[config.mk]
export PLATFORM = sky130hd
export DESIGN_NAME = serial_add_sequencer_flat
export DESIGN_NICKNAME = d
export VERILOG_FILES = /design/src/rtl/serial_add_if.sv /design/src/rtl/serial_add_sequencer.sv /design/src/flat_wrapper.sv
export SDC_FILE = /design/constraint.sdc
export NUM_CORES = 1
export LEC_CHECK = 0
export ABC_AREA = 1
export ABC_CLOCK_PERIOD_IN_PS = 1700
export BUFFER_PORTS_ARGS = -buffer_cell sky130_fd_sc_hd__buf_2
export CAP_MARGIN = 10
export CORE_UTILIZATION = 53
export CTS_CLUSTER_SIZE = 16
export DETAILED_ROUTE_END_ITERATION = 8
export PLACE_DENSITY = 0.77
export RECOVER_POWER = 100
export SLEW_MARGIN = 25
export SYNTH_ARGS = -nofsm -noshare
export SYNTH_HDL_FRONTEND = slang
export SYNTH_SLANG_ARGS = --single-unit
[constraint.sdc]
create_clock -name clk -period 1.7 [get_ports clk]
set_input_delay 0.17 -clock clk [delete_from_list [all_inputs] [get_ports clk]]
set_output_delay 0.17 -clock clk [all_outputs]
set_load 0.005 [all_outputs]
[src/rtl/serial_add_if.sv]
// serial_add_if: word-level request/response bundle between a requester
// (master) and the serial_add_sequencer (slave).
// The subtract-select line only exists when SERIAL_ADD_SUBTRACT_EN is defined.
interface serial_add_if #(
    parameter int W = 8
);
    logic         start;
    logic [W-1:0] op_a;
    logic [W-1:0] op_b;
`ifdef SERIAL_ADD_SUBTRACT_EN
    logic         sub;
`endif
    logic         busy;
    logic         done;
    logic [W-1:0] result;
    logic         carry_out;

`ifdef SERIAL_ADD_SUBTRACT_EN
    modport master (
        output start, op_a, op_b, sub,
        input  busy, done, result, carry_out
    );

    modport slave (
        input  start, op_a, op_b, sub,
        output busy, done, result, carry_out
    );
`else
    modport master (
        output start, op_a, op_b,
        input  busy, done, result, carry_out
    );

    modport slave (
        input  start, op_a, op_b,
        output busy, done, result, carry_out
    );
`endif
endinterface

[src/rtl/serial_add_sequencer.sv]
// serial_add_sequencer: builds a W-bit ripple adder over time out of one
// clocked 1-bit full-adder cell with a fixed latency of LAT cycles.
// Operands are shifted out LSB-first on fa_a/fa_b, the carry register drives
// fa_cin, and each captured fa_cout becomes the next bit's carry-in.
// Optional feature macro: SERIAL_ADD_SUBTRACT_EN adds the sub select
// (A - B computed as A + ~B + 1, carry_out then means "no borrow").
module serial_add_sequencer #(
    parameter int W   = 8,
    parameter int LAT = 2
) (
    input  logic           clk,
    input  logic           rst_n,
    serial_add_if.slave    bus,
    output logic           fa_a,
    output logic           fa_b,
    output logic           fa_cin,
    input  logic           fa_sum,
    input  logic           fa_cout
);
    localparam int IW = $clog2(W);
    localparam int CW = $clog2(LAT + 1);

    localparam logic [IW-1:0] LAST_BIT  = IW'(W - 1);
    localparam logic [CW-1:0] WAIT_ONE  = CW'(1);
    localparam logic [CW-1:0] WAIT_LAST = CW'(LAT - 1);

    typedef enum logic [2:0] {
        S_IDLE,
        S_ISSUE,
        S_WAIT,
        S_CAPTURE,
        S_DONE
    } state_t;

    state_t        state_reg;
    logic [W-1:0]  a_shift_reg;
    logic [W-1:0]  b_shift_reg;
    logic          carry_reg;
    logic [IW-1:0] bit_idx_reg;
    logic [CW-1:0] wait_cnt_reg;
    logic          busy_reg;
    logic          done_reg;
    logic [W-1:0]  result_reg;
    logic          carry_out_reg;

    // Operand-B image and initial carry loaded on acceptance. For subtraction
    // B is inverted once at load time so the shift register already holds ~B.
    logic [W-1:0]  b_load;
    logic          carry_init;

`ifdef SERIAL_ADD_SUBTRACT_EN
    assign b_load     = bus.sub ? ~bus.op_b : bus.op_b;
    assign carry_init = bus.sub;
`else
    assign b_load     = bus.op_b;
    assign carry_init = 1'b0;
`endif

    // Sequencer FSM: loads operands, paces one bit per LAT+1 cycles and
    // assembles the result. The shift registers shift in zeros, so after the
    // last bit fa_a/fa_b fall to 0 by themselves; the carry register is
    // cleared explicitly when entering DONE.
    always_ff @(posedge clk) begin
        if (!rst_n) begin
            state_reg     <= S_IDLE;
            a_shift_reg   <= '0;
            b_shift_reg   <= '0;
            carry_reg     <= 1'b0;
            bit_idx_reg   <= '0;
            wait_cnt_reg  <= '0;
            busy_reg      <= 1'b0;
            done_reg      <= 1'b0;
            result_reg    <= '0;
            carry_out_reg <= 1'b0;
        end else begin
            done_reg <= 1'b0;
            case (state_reg)
                S_IDLE: begin
                    if (bus.start) begin
                        a_shift_reg  <= bus.op_a;
                        b_shift_reg  <= b_load;
                        carry_reg    <= carry_init;
                        bit_idx_reg  <= '0;
                        wait_cnt_reg <= '0;
                        busy_reg     <= 1'b1;
                        state_reg    <= S_ISSUE;
                    end
                end

                S_ISSUE: begin
                    // The ISSUE cycle itself is the first of LAT cycles the
                    // adder needs before its outputs are valid.
                    wait_cnt_reg <= WAIT_ONE;
                    state_reg    <= (LAT == 1) ? S_CAPTURE : S_WAIT;
                end

                S_WAIT: begin
                    if (wait_cnt_reg == WAIT_LAST) begin
                        state_reg <= S_CAPTURE;
                    end else begin
                        wait_cnt_reg <= wait_cnt_reg + WAIT_ONE;
                    end
                end

                S_CAPTURE: begin
                    // Sum bits enter at the top; after W captures bit 0 of
                    // the result has reached the LSB position.
                    result_reg  <= {fa_sum, result_reg[W-1:1]};
                    a_shift_reg <= a_shift_reg >> 1;
                    b_shift_reg <= b_shift_reg >> 1;
                    if (bit_idx_reg == LAST_BIT) begin
                        carry_out_reg <= fa_cout;
                        carry_reg     <= 1'b0;
                        done_reg      <= 1'b1;
                        state_reg     <= S_DONE;
                    end else begin
                        carry_reg   <= fa_cout;
                        bit_idx_reg <= bit_idx_reg + 1'b1;
                        state_reg   <= S_ISSUE;
                    end
                end

                S_DONE: begin
                    busy_reg  <= 1'b0;
                    state_reg <= S_IDLE;
                end

                default: begin
                    state_reg <= S_IDLE;
                end
            endcase
        end
    end

    assign fa_a          = a_shift_reg[0];
    assign fa_b          = b_shift_reg[0];
    assign fa_cin        = carry_reg;
    assign bus.busy      = busy_reg;
    assign bus.done      = done_reg;
    assign bus.result    = result_reg;
    assign bus.carry_out = carry_out_reg;
endmodule
[src/flat_wrapper.sv]
// flat-port wrapper written by rule: the top's interface ports become plain ports
module serial_add_sequencer_flat 
#(
    parameter int W   = 8,
    parameter int LAT = 2
)
  (clk, rst_n, fa_a, fa_b, fa_cin, fa_sum, fa_cout, bus_start, bus_op_a, bus_op_b, bus_busy, bus_done, bus_result, bus_carry_out);
  serial_add_if #(.W(W)) bus_i ();
  input  logic clk;
  input  logic rst_n;
  output logic fa_a;
  output logic fa_b;
  output logic fa_cin;
  input  logic fa_sum;
  input  logic fa_cout;
  input wire logic [$bits(bus_i.start)-1:0] bus_start;
  input wire logic [$bits(bus_i.op_a)-1:0] bus_op_a;
  input wire logic [$bits(bus_i.op_b)-1:0] bus_op_b;
  output wire logic [$bits(bus_i.busy)-1:0] bus_busy;
  output wire logic [$bits(bus_i.done)-1:0] bus_done;
  output wire logic [$bits(bus_i.result)-1:0] bus_result;
  output wire logic [$bits(bus_i.carry_out)-1:0] bus_carry_out;
  assign bus_i.start = bus_start;
  assign bus_i.op_a = bus_op_a;
  assign bus_i.op_b = bus_op_b;
  assign bus_busy = bus_i.busy;
  assign bus_done = bus_i.done;
  assign bus_result = bus_i.result;
  assign bus_carry_out = bus_i.carry_out;
  serial_add_sequencer #(.W(W), .LAT(LAT)) u_core (.clk(clk), .rst_n(rst_n), .bus(bus_i), .fa_a(fa_a), .fa_b(fa_b), .fa_cin(fa_cin), .fa_sum(fa_sum), .fa_cout(fa_cout));
endmodule
==> results.py <==
metrics = {
    "power_and_ir_drop": {
        "max-vdd-ir-drop_uv": 792,
        "p_leak_nw": 0.915,
        "powerDensity_nw_per_um2": 1030,
        "power_mw": 1.85,
    },
    "floorplan": {
        "die_h_um": 56.6,
        "fp.dieArea_um2": 3200,
        "fp-row-count": 19,
        "die_x_um": 56.6,
        "core_um2": 2780,
        "pin_count": 35,
        "start_util_pct": 56.8,
    },
    "clock_network": {
        "clkSinkCount": 36,
        "cts_hold_buffers": 0,
        "numCtsBuffers": 5,
        "cts_tree": "done",
        "clk_pin_slew_worst_paths_ps": 100,
        "cts_resized": 0,
        "insertion_delay_ps": 330,
        "root_buffer": "clkbuf_4",
        "cts_setup_buffers": 0,
        "htree_levels": 2,
        "clockBufferDepth": 2,
    },
    "setup_path": {
        "path_cells": "nand2_1, nor2_2, inv_2, nand2_4, inv_2, nor2_1, nor2_1",
        "critPathMaxStageDelay_ps": 470,
        "worstSetupPathType": "reg2reg",
        "start_kind": "register",
        "cp_slowest_cell": "dfxtp_1",
        "cp.required_ps": 1930,
        "end_kind": "register",
        "cp_max_fo": 17,
        "crit_arrival_ps": 1720,
    },
    "timing": {
        "fin_worst_skew_ps": 7.99,
        "fmax_mhz": 670,
        "drv_slew": 0,
        "finalCriticalPeriod_ps": 1490,
        "hold_viol": 0,
        "worst_pin_slew_ps": 351,
        "setup_violations": 0,
        "rsz0062_at_grt": "no",
        "final_min_period_over_clock_period_pct": 87.8,
        "tns_ps": 0,
        "slew-limit-headroom_pct": 76.6,
    },
    "finish": {
        "area_growth_pct": 13.5,
        "postLayoutCoreUtil_pct": 64.4,
        "drive_gt1_share_pct": 18.0,
        "antennaDiodeCount": 0,
        "nets": 284,
    },
    "logic_synthesis": {
        "synthCells": 227,
        "ys_warn_count": 0,
        "synth_area_per_cell_um2": 6.96,
        "ys_types": 20,
        "netlist_area_um2": 1580,
        "ys_ff_latch": 36,
        "ys_seq_area_share_pct": 45.6,
        "synth_nets": 251,
    },
    "drt": {
        "drt-wirelength-per-cell_um": 10.4,
        "ant_nets": 0,
        "drt-total-wl_um": 3040,
        "viasPerCell": 5.03,
        "vias": 1468,
        "dr.pass1.iters": 4,
        "dr.first_iter.drc_count": 31,
        "drcViolationCount": 0,
    },
    "min_path": {
        "min_path_type": "in2reg",
    },
    "status": {
        "outcome": "completed",
    },
    "placement": {
        "dp_hpwl_um": 2050,
        "portBuffers": 34,
        "place_congestion": 0.869,
    },
    "global_routing": {
        "grt-ovfl-total": 0,
        "grt_use_total_pct": 21.7,
        "grt_max_degree": 24,
        "antenna_found_initial": 0,
        "grt_pass1_vias": 1329,
        "grt_pass1_wl_um": 5510,
    },
    "job": {
        "drv_cap": 0,
    },
}
## cell families after synthesis
group,synth area share (%)
buf+inv,7.37
simple gates,33.4
flops,45.6
compound gates,11.3
fa+ha+maj,2.38
## metrics by stage
stage          cells  cell area [µm²]  setup slack [ps]  hold slack, ps
3_3_place_gp     284             1740               261             395
4_1_cts          292             1790               203            49.2
2_1_floorplan    227             1580               470             299
3_5_place_dp     284             1740               219             406
5_1_grt          292             1790              37.2            32.6
6_report         292             1790               208            61.2
## synthesized netlist by cell type
cell type,instances,share of area [%]
buf_6,3,2.1
o31ai_1,1,0.48
nand2_4,1,0.71
o21ai_0,25,7.9
inv_1,9,2.1
nor2_2,2,0.79
dfxtp_1,36,46
ha_1,3,2.4
nand4_1,1,0.40
inv_2,2,0.48
clkbuf_1,3,0.71
nor2_1,53,13
a21oi_1,8,2.5
nand2_1,64,15
o21ai_1,1,0.32
buf_2,3,0.95
nand3_1,8,2.5
nand3b_1,1,0.48
buf_4,2,0.95
nand3_2,1,0.63
## power by group
group	total, mW	switching [mW]	internal, mW
registers	1.01	0.0617	0.947
logic	0.373	0.229	0.144
clock network	0.467	0.263	0.204
total	1.85	0.553	1.29
## layout make-up
class,instances,area [µm²]
fillers,271,990
multi-input cells,169,742
flip-flops and latches,36,721
repair buffers,37,190
clock buffers,8,58.8
inverters,11,41.3
well taps,31,38.8
## cells in the final DEF, fill, tap and decap left out
master / instances
a21oi_1: 8
o31ai_1: 1
nand2_4: 1
nand3b_1: 1
buf_2: 32
nand3_2: 1
inv_1: 9
nand2_1: 64
nor2_1: 53
nor2_2: 2
clkbuf_1: 4
nand3_1: 8
inv_2: 2
nand4_1: 1
buf_4: 3
clkbuf_4: 5
o21ai_0: 26
clkbuf_8: 1
ha_1: 3
dfxtp_1: 36
## worst paths after layout
path                        start                     to  slack, ps  cells after the start
min                        fa_sum   u_core.bus.result[7]         60                      3
max           u_core.state_reg[1]  u_core.a_shift_reg[3]        210                      7
max reg2reg   u_core.state_reg[1]  u_core.a_shift_reg[3]        210                      7
min reg2reg  u_core.bus.carry_out   u_core.bus.carry_out        470                      2
## critical path: cells and delay by family, from the launching register on
kind                   cells  cell delay [ps]
flip-flops                 1              470
AND/OR/NAND/NOR            5              680
buffers and inverters      2              240
## per-layer routing
layer	track usage [%]	routed length [µm]	part of all wire [%]	vias up
met5	0	0	0	-
met4	8.36	17	0.56	0
met3	5.76	165	5.4	2
met2	35.0	1390	46	37
met1	27.6	1470	48	652
li1	-	-	-	777
No activity file was read; power rests on OpenSTA's default activity.
